[src/rtl/display_timing_gen.sv]
// -----------------------------------------------------------------------------
// display_timing_gen
//
// Raster timing generator. Walks a signed (x, y) position across the full
// frame, blanking included. Coordinates are negative during blanking and reach
// (0,0) on the first active pixel, so downstream renderers can use them as
// pixel addresses directly.
//
// The horizontal counter is a four-phase walk (FRONT, SYNC, BACK, ACTIVE)
// whose phase changes at fixed x boundaries. The vertical counter runs the
// same walk but only advances when x wraps.
//
// Every output is a register loaded from the next-state position in the same
// cycle. Coordinates and strobes therefore always describe the same pixel.
//
// Optional feature macro: DISPLAY_TIMING_FRAME_CNT_EN
//   When defined, adds the o_frame port and its 16-bit frame counter.
//
// Ports
//   CLK            pixel/system clock
//   RST_N          asynchronous active-low reset
//   i_en           pixel strobe; the position advances only on edges where
//                  it is high
//   o_x, o_y       signed 16-bit coordinates
//   o_hsync        horizontal sync, active level set by H_POL
//   o_vsync        vertical sync, active level set by V_POL
//   o_de           data enable (o_x >= 0 and o_y >= 0)
//   o_line_start   one-CLK pulse on entering x = H_STA
//   o_frame_start  one-CLK pulse on entering (H_STA, V_STA)
//   o_h_res        constant H_RES
//   o_v_res        constant V_RES
//   o_frame        frame count (only with DISPLAY_TIMING_FRAME_CNT_EN)
//
// Legal parameters: every porch and sync width is >= 1,
// H_RES and V_RES are <= 4095, and resolution plus blanking is <= 32767.
// -----------------------------------------------------------------------------
module display_timing_gen #(
  parameter int H_RES  = 640,
  parameter int H_FP   = 16,
  parameter int H_SYNC = 96,
  parameter int H_BP   = 48,
  parameter int V_RES  = 480,
  parameter int V_FP   = 10,
  parameter int V_SYNC = 2,
  parameter int V_BP   = 33,
  parameter int H_POL  = 0,
  parameter int V_POL  = 0
) (
  input  logic               CLK,
  input  logic               RST_N,
  input  logic               i_en,
  output logic signed [15:0] o_x,
  output logic signed [15:0] o_y,
  output logic               o_hsync,
  output logic               o_vsync,
  output logic               o_de,
  output logic               o_line_start,
  output logic               o_frame_start,
  output logic        [11:0] o_h_res,
  output logic        [11:0] o_v_res
`ifdef DISPLAY_TIMING_FRAME_CNT_EN
  ,
  output logic        [15:0] o_frame
`endif
);

  // ---------------------------------------------------------------------------
  // Derived timing constants. The blanking interval precedes the active
  // region, so every phase boundary is a fixed signed coordinate.
  // ---------------------------------------------------------------------------
  localparam int H_BLANK = H_FP + H_SYNC + H_BP;
  localparam int V_BLANK = V_FP + V_SYNC + V_BP;

  localparam logic signed [15:0] H_STA      = 16'(-H_BLANK);
  localparam logic signed [15:0] H_SYNC_STA = 16'(H_FP - H_BLANK);
  localparam logic signed [15:0] H_BP_STA   = 16'(-H_BP);
  localparam logic signed [15:0] H_END      = 16'(H_RES - 1);

  localparam logic signed [15:0] V_STA      = 16'(-V_BLANK);
  localparam logic signed [15:0] V_SYNC_STA = 16'(V_FP - V_BLANK);
  localparam logic signed [15:0] V_BP_STA   = 16'(-V_BP);
  localparam logic signed [15:0] V_END      = 16'(V_RES - 1);

  // Active levels of the sync outputs.
  localparam logic H_ACT = (H_POL != 0);
  localparam logic V_ACT = (V_POL != 0);

  // Reject parameter sets that would overflow the 16-bit signed coordinate
  // space or the 12-bit resolution outputs, or that leave a phase empty.
  // An empty phase would merge two boundaries into one coordinate.
  if (H_RES < 1 || H_RES > 4095 || V_RES < 1 || V_RES > 4095 ||
      H_FP < 1 || H_SYNC < 1 || H_BP < 1 ||
      V_FP < 1 || V_SYNC < 1 || V_BP < 1 ||
      H_RES + H_BLANK > 32767 || V_RES + V_BLANK > 32767) begin : g_bad_params
    $error("display_timing_gen: illegal timing parameters");
  end

  typedef enum logic [1:0] {
    PH_FRONT  = 2'd0,
    PH_SYNC   = 2'd1,
    PH_BACK   = 2'd2,
    PH_ACTIVE = 2'd3
  } phase_t;

  // ---------------------------------------------------------------------------
  // State
  // ---------------------------------------------------------------------------
  logic signed [15:0] x_reg, y_reg;
  phase_t             h_phase_reg, v_phase_reg;
  logic               hsync_reg, vsync_reg, de_reg;
  logic               line_start_reg, frame_start_reg;

  // Next-state values assuming the position advances this cycle. They are
  // only loaded when i_en is high.
  logic signed [15:0] x_next, y_next;
  phase_t             h_phase_next, v_phase_next;
  logic               h_wrap, v_wrap;

  always_comb begin
    h_wrap = (x_reg == H_END);
    v_wrap = h_wrap && (y_reg == V_END);

    x_next = h_wrap ? H_STA : x_reg + 16'sd1;

    y_next = y_reg;
    if (h_wrap) begin
      y_next = (y_reg == V_END) ? V_STA : y_reg + 16'sd1;
    end

    // The horizontal walk changes phase only at the entry coordinate of each
    // phase and holds the current phase at every other coordinate.
    h_phase_next = h_phase_reg;
    if (x_next == H_STA) begin
      h_phase_next = PH_FRONT;
    end else if (x_next == H_SYNC_STA) begin
      h_phase_next = PH_SYNC;
    end else if (x_next == H_BP_STA) begin
      h_phase_next = PH_BACK;
    end else if (x_next == 16'sd0) begin
      h_phase_next = PH_ACTIVE;
    end

    // The vertical walk is the same, but it is clocked by the x wrap. This
    // keeps vsync edges aligned to line boundaries.
    v_phase_next = v_phase_reg;
    if (h_wrap) begin
      if (y_next == V_STA) begin
        v_phase_next = PH_FRONT;
      end else if (y_next == V_SYNC_STA) begin
        v_phase_next = PH_SYNC;
      end else if (y_next == V_BP_STA) begin
        v_phase_next = PH_BACK;
      end else if (y_next == 16'sd0) begin
        v_phase_next = PH_ACTIVE;
      end
    end
  end

  // ---------------------------------------------------------------------------
  // Registered position and strobes.
  //
  // Reset parks the position on the last pixel of the frame, so the first
  // enabled edge wraps to (H_STA, V_STA) and raises both start pulses.
  //
  // The pulses clear on every edge without an enable, which keeps each pulse
  // exactly one CLK wide. All other outputs hold while i_en is low.
  // ---------------------------------------------------------------------------
  always_ff @(posedge CLK or negedge RST_N) begin
    if (!RST_N) begin
      x_reg           <= H_END;
      y_reg           <= V_END;
      h_phase_reg     <= PH_ACTIVE;
      v_phase_reg     <= PH_ACTIVE;
      hsync_reg       <= ~H_ACT;
      vsync_reg       <= ~V_ACT;
      de_reg          <= 1'b0;
      line_start_reg  <= 1'b0;
      frame_start_reg <= 1'b0;
    end else begin
      line_start_reg  <= 1'b0;
      frame_start_reg <= 1'b0;
      if (i_en) begin
        x_reg           <= x_next;
        y_reg           <= y_next;
        h_phase_reg     <= h_phase_next;
        v_phase_reg     <= v_phase_next;
        hsync_reg       <= (h_phase_next == PH_SYNC) ? H_ACT : ~H_ACT;
        vsync_reg       <= (v_phase_next == PH_SYNC) ? V_ACT : ~V_ACT;
        de_reg          <= (h_phase_next == PH_ACTIVE) && (v_phase_next == PH_ACTIVE);
        line_start_reg  <= h_wrap;
        frame_start_reg <= v_wrap;
      end
    end
  end

`ifdef DISPLAY_TIMING_FRAME_CNT_EN
  // The frame counter steps on the same edge that raises o_frame_start, so
  // the first frame after reset reads 1. It wraps naturally at 16 bits.
  logic [15:0] frame_reg;

  always_ff @(posedge CLK or negedge RST_N) begin
    if (!RST_N) begin
      frame_reg <= 16'd0;
    end else if (i_en && v_wrap) begin
      frame_reg <= frame_reg + 16'd1;
    end
  end

  assign o_frame = frame_reg;
`endif

  assign o_x           = x_reg;
  assign o_y           = y_reg;
  assign o_hsync       = hsync_reg;
  assign o_vsync       = vsync_reg;
  assign o_de          = de_reg;
  assign o_line_start  = line_start_reg;
  assign o_frame_start = frame_start_reg;
  assign o_h_res       = 12'(H_RES);
  assign o_v_res       = 12'(V_RES);

endmodule

[config.mk]
export PLATFORM = sky130hd
export DESIGN_NAME = display_timing_gen
export DESIGN_NICKNAME = d
export VERILOG_FILES = /design/src/rtl/display_timing_gen.sv
export SDC_FILE = /design/constraint.sdc
export NUM_CORES = 1
export LEC_CHECK = 0
export CAP_MARGIN = 10
export CORE_ASPECT_RATIO = 0.5
export CORE_MARGIN = 2
export CORE_UTILIZATION = 25
export DETAILED_ROUTE_END_ITERATION = 8
export REMOVE_ABC_BUFFERS = 1
export SETUP_SLACK_MARGIN = 0.4
export SLEW_MARGIN = 20
export SYNTH_ARGS = -nofsm -noshare
export SYNTH_HDL_FRONTEND = slang
export SYNTH_SLANG_ARGS = --single-unit
[constraint.sdc]
create_clock -name CLK -period 3.1 [get_ports CLK]
set_input_delay 0.62 -clock CLK [delete_from_list [all_inputs] [get_ports CLK]]
set_output_delay 0.62 -clock CLK [all_outputs]
set_load 0.05 [all_outputs]
==> impl_results.md <==
- Number of global-route vias before repair: 3,280
- Fin area: around 0.0047 mm²
- Final net count: just under 500
- Detailed placement HPWL: approximately 7200 µm
- WP data required: between 3000 and 4000 ps
- IO Port Bufs: 39
- DR vias: 3,449
- Slowest CP cell: dfstp_2
- Int Pwr: 1.227 mW
- Antenna violations before repair: 0
- Fmax: between 300 and 400 MHz
- Clk buf depth: 2
- Antenna cells: 0
- Routability cong.: 0.9393
- Final hold slack: 482.2 ps
- Ys flop type: dfstp_2
- Synth Area per Inst: 8.288 µm²
- # IOs: 64
- Synth area leaders: dfstp_2 (17%), dfrtp_1 (14%), buf_4 (6.1%)
- RSZ-0062 raised after global routing: yes
- Most numerous cell in the Yosys netlist: nand2_1
- EDFF count, synth: 0
- CTS sink count: 41
- Routed WL: ~11,000 µm
- Worst skew pair latency: 290 ps
- ANT nets after route: 0
- Async SR Flop Fraction: 100.0%
- Core area: approximately 0.014 mm²
- Fin crit share: 92.92%
- Via-to-Cell Ratio: 5.050
- Placement Setup Slack: 19.51 ps
- Switching power: between 800 and 900 µW
- Site Rows: 30
- LEAKAGE: approximately 1.8 nW
- Synthesized instance count: around 420
- Worst setup slack after layout: around 220 ps
- Final setup fails: 0
- Share of the synthesized area in the top cell type: 16.68%
- Worst path most repeated cell: buf_4
- Netlist cell types: 69
- Hold buffers post-CTS: 0
- Buf+Inv Stages, Crit Path: 2
- Layout area overhead: 34.45%
- Grt ovf: 0
- DP Area: roughly 0.0041 mm²
- Max Cap Viol: 0
- Final min period: 2880 ps
- Worst Setup End Kind: register
- Clock buffer count from CTS: 5
- Max-slew violation count: 0
- Seq/Total Area, Yosys: 30.41%
- Initial DRC count: 307
- YS warnings: 0
- Combinational fraction of design power: 43.2%
- Initial Utilization: about a quarter
- Worst-path clk slew: 60 ps
- Yosys reg bits: 41
- GR Util All Layers: 14.70%
- Worst Clk Skew: roughly 8.9 ps
- Area leader, netlist: dfstp_2
- CTS tree: done
- Synth Cell Area: 0.003465 mm²
- Clock power share: about 25%
- TNS Setup: 0 ps
- Share of layout cells above drive strength 1: 30.55%
- Worst Path Max Fanout: 5
- Relative slew margins: 36.15%
- DRC: 0
- HP Class: in -> async
- Die W: 170.5 µm
- Setup crit start kind: register
- Synth top cells by count: nand2_1 (36), buf_4 (28), nor2_1 (28)
- Worst slew pin tran: 957.8 ps
- CTS H-tree lvls: 2
- Routed wire length per instance: 15.85 µm
- Sw Share: 42.28%
- Maximum VDD drop: 0.2336 mV
- Outcome: complete, no violations
- Crit-path leading delay family: simple AND/OR/NAND/NOR gates
- Largest net degree at the start of global routing: 42
- CP cell instances: ha_4 -> and4_4 -> buf_4 -> nand4_4 -> or3_4 -> nor3_2 -> o2111ai_1 -> nor4_2 -> buf_4 -> o211a_1 -> nor2_2 -> o32ai_2
- Crit path DAT: 3080 ps
- Sequential Power Share: 31.8%
- Root Driver: clkbuf_16
- Final Hold Fails: 0
- Power density over cell area: approximately 460 mW/mm²
- Largest stage delay, worst path: about 560 ps
- Critical path type: reg -> reg
- Die area: 0.01487 mm²
- Die Y: 87.24 µm
- First-pass GRT wire length: between 15,000 and 20,000 µm
- DRT Pass-1 Iters: 5
==> per-stage QoR <==
step                utilization (%)  total power, mW  cells
CTS                           33.30            2.122    675
detailed placement            30.19            1.545    652
global placement              30.19            1.541    652
finish                        34.38            2.126    683
global route                  34.38            2.238    683
floorplan                         -            1.242    383
==> layout make-up <==
class / count / area, µm²
clock buffers: 5 / 125.1
clock inverters: 3 / 17.52
fillers: 1378 / 8892
inverters: 13 / 52.55
multi-input cells: 330 / 2271
flip-flops and latches: 41 / 1054
well taps: 192 / 240.2
repair buffers: 98 / 893.4
repair inverters: 1 / 5.005
==> final timing paths <==
check,start,endpoint,slack (ps),cells after the start
max,o_x[1],o_de,220,12
min,RST_N,o_x[11],480,1
max reg2reg,o_x[1],o_de,220,12
min reg2reg,v_phase_reg[1],v_phase_reg[1],480,2
max in group asynchronous,RST_N,o_y[15],2020,1
min in group CLK,v_phase_reg[1],v_phase_reg[1],480,2
==> cell families after synthesis <==
| family | count (synthesis) | synth area share [%] |
|---|---|---|
| and+or+nand+nor | 172 | 28.71 |
| AOI/OAI and AO/OA | 105 | 20.44 |
| buffers and inverters | 70 | 12.35 |
| DFF | 41 | 30.41 |
| xor gates and xnor gates | 16 | 4.045 |
| muxes | 9 | 2.745 |
| adders and majority gates | 3 | 1.084 |
| other | 2 | 0.2168 |
==> power by group through the flow <==
| stage | registers, mW | logic (mW) | clock network [mW] |
|---|---|---|---|
| final | 0.676 | 0.918 | 0.532 |
| after floorplan | 0.936 | 0.305 | 0 |
| after global routing | 0.685 | 0.985 | 0.567 |
| after detailed placement | 0.672 | 0.874 | 0 |
| after global placement | 0.672 | 0.869 | 0 |
| after CTS | 0.673 | 0.903 | 0.546 |
==> placed cells by master, fill, tap and decap left out, types with 5 or more instances in the layout <==
master and instances:
dfstp_2 22, dfrtp_1 19, nor2_1 25, inv_1 12
o211ai_1 6, xor2_1 6, o21ai_0 23, mux2i_1 5
conb_1 24, and3_1 8, nand2_1 33, a21oi_1 16
xnor2_1 10, clkdlybuf4s50_1 38, clkbuf_16 5, o21ai_1 5
a31oi_1 8, nand3_1 16, nand4_1 17, nor3_1 10
nor4_1 7, nor4_2 10, buf_4 54
==> layer usage <==
metal  routed length [µm]  GRT usage (%)  vias up
li1                     -              -     1657
met1                 4843          18.85     1656
met2                 5145          24.43      119
met3                  652          3.635       17
met4                  186          4.973        0
met5                    0              0        -
==> repair_timing <==
item	CTS	global route
endpoints found under the setup margin	7	13
gates resized for setup	28	20
gates cloned	3	1
pin swaps	14	10
setup buffers	12	7
(Power assumes the default switching activity.)
==> patch: new RTL, same settings <==
Re-encode `phase_t` (4 values) as one-hot, 4 bits wide.
--- a/src/rtl/display_timing_gen.sv
+++ b/src/rtl/display_timing_gen.sv
@@ -96,9 +96,9 @@
   end
 
-  typedef enum logic [1:0] {
-    PH_FRONT  = 2'd0,
-    PH_SYNC   = 2'd1,
-    PH_BACK   = 2'd2,
-    PH_ACTIVE = 2'd3
+  typedef enum logic [3:0] {
+    PH_FRONT  = 4'b0001,
+    PH_SYNC   = 4'b0010,
+    PH_BACK   = 4'b0100,
+    PH_ACTIVE = 4'b1000
   } phase_t;
 
Formal check against the unedited RTL: no difference found for any inputs over 10 cycles, from zero or initial values and one cycle with RST_N low; not proved beyond that.
==> patch against the original RTL <==
- the run now ends with negative setup slack left
- worst setup slack lost 0.28 ns
- routed wire length up 14%
- synthesized area rose by 7.2%
- final area up 14%
- sequential cell count up 4
- sequential share of layout area decreased by 1.0 points
- combinational power down 14%
- power is 4.7% lower
- critical path type unchanged
- largest cell class unchanged
- largest power group unchanged
==> patch: results (changes against the original RTL) <==
Slew @ Worst Pin 0.5305 ns (-0.4273 ns); initial DRC count 423 (+38%); dpl ws -0.03813 ns (-0.05765 ns); gpl congestion 0.8796 (-6.4%); main area contributors after synthesis dfrtp_1 (17%), dfstp_2 (14%), buf_4 (5.1%), nand2_1 (4.5%), a21oi_1 (4.4%); Worst Setup SP o_x[0]; filler cell count 1,483 (+7.6%); clk_skew 0.009585 ns (+0.0006976 ns); post-CTS setup buffer count 10 (-2); met1 usage 0.1998 (+0.01134); first-pass GRT wire length 19,440 um (+13%); Post-synth top cells nand2_1 (45), a21oi_1 (33), nor2_1 (27), buf_4 (25), dfrtp_1 (25); layout cell share with drive strength beyond 1 0.3443 (+0.03879); Critical Path AT 3.40 ns (+0.32 ns); vias in the first global route 3,697 (+13%); Setup-failing EPs final 2 (+2); slack of the critical path -0.06404 ns (-0.2836 ns); dpl cell area 4713 um2 (+15%); met2 Usage GRT 0.2412 (-0.003096); leak pwr 2.164 nW (+20%); Worst Path Class, Setup register to register; routed via count 4,066 (+18%); met3 Use GR 0.03342 (-0.002929); routed length per placed instance 15.86 um (about the same); setup_tns -0.1240 ns (-0.1240 ns); largest net degree at the start of global routing 26 (-38%); FF+latch area 1151 um2 (+9.3%); WL met1 5278 um (+9.0%); Tot GR Track Use 0.1511 (+0.004136); status finished, violations left; met2 routed WL 5883 um (+14%); Worst Reg-to-Reg Cells 11 (-1); combinational gate power 0.000791 W (-14%); metal3 WL 897 um (+38%); Total Wirelength 12,300 um (+14%); worst vdd ir 0.0002627 V (+12%); Cells after DPL 744 (+14%); sequential element share of the synthesized area 0.3099 (+0.005788); cells after synthesis 463 (+11%); Distinct cells, synth 68 (-1.4%); failing checks negative setup slack; H-Tree Depth 2 (unchanged)
==> patch: changes by cell type in the layout (fill, tap and decap cells not counted), sizes merged, moves of 4 or more <==
cell,before,now
a211o,5,0
a21oi,19,34
and2,2,8
and3,8,14
buf,59,111
dfrtp,19,25
nand2,37,45
nand3,16,21
nand4,20,13
nor4,18,10
o211ai,6,2
o22ai,0,6
==> patch: kinds of logic after synthesis <==
kind of cell               after synthesis  synth area share
xor gates and xnor gates                16           0.03772
and+or+nand+nor                        193            0.2930
AOI/OAI and AO/OA                      122            0.2149
adders and majority gates                3           0.01011
other                                    2          0.002022
buffers and inverters                   72            0.1034
muxes                                   10           0.02897
DFF                                     45            0.3099
==> patch: cell type report <==
class	instances	share of cell area
Inverter	9	0.006341
Tap cell	198	0.04650
Sequential cell	45	0.2161
Multi-Input combinational cell	368	0.4737
Timing Repair Buffer	148	0.2313
Clock buffer	6	0.02419
Clock inverter	2	0.001879
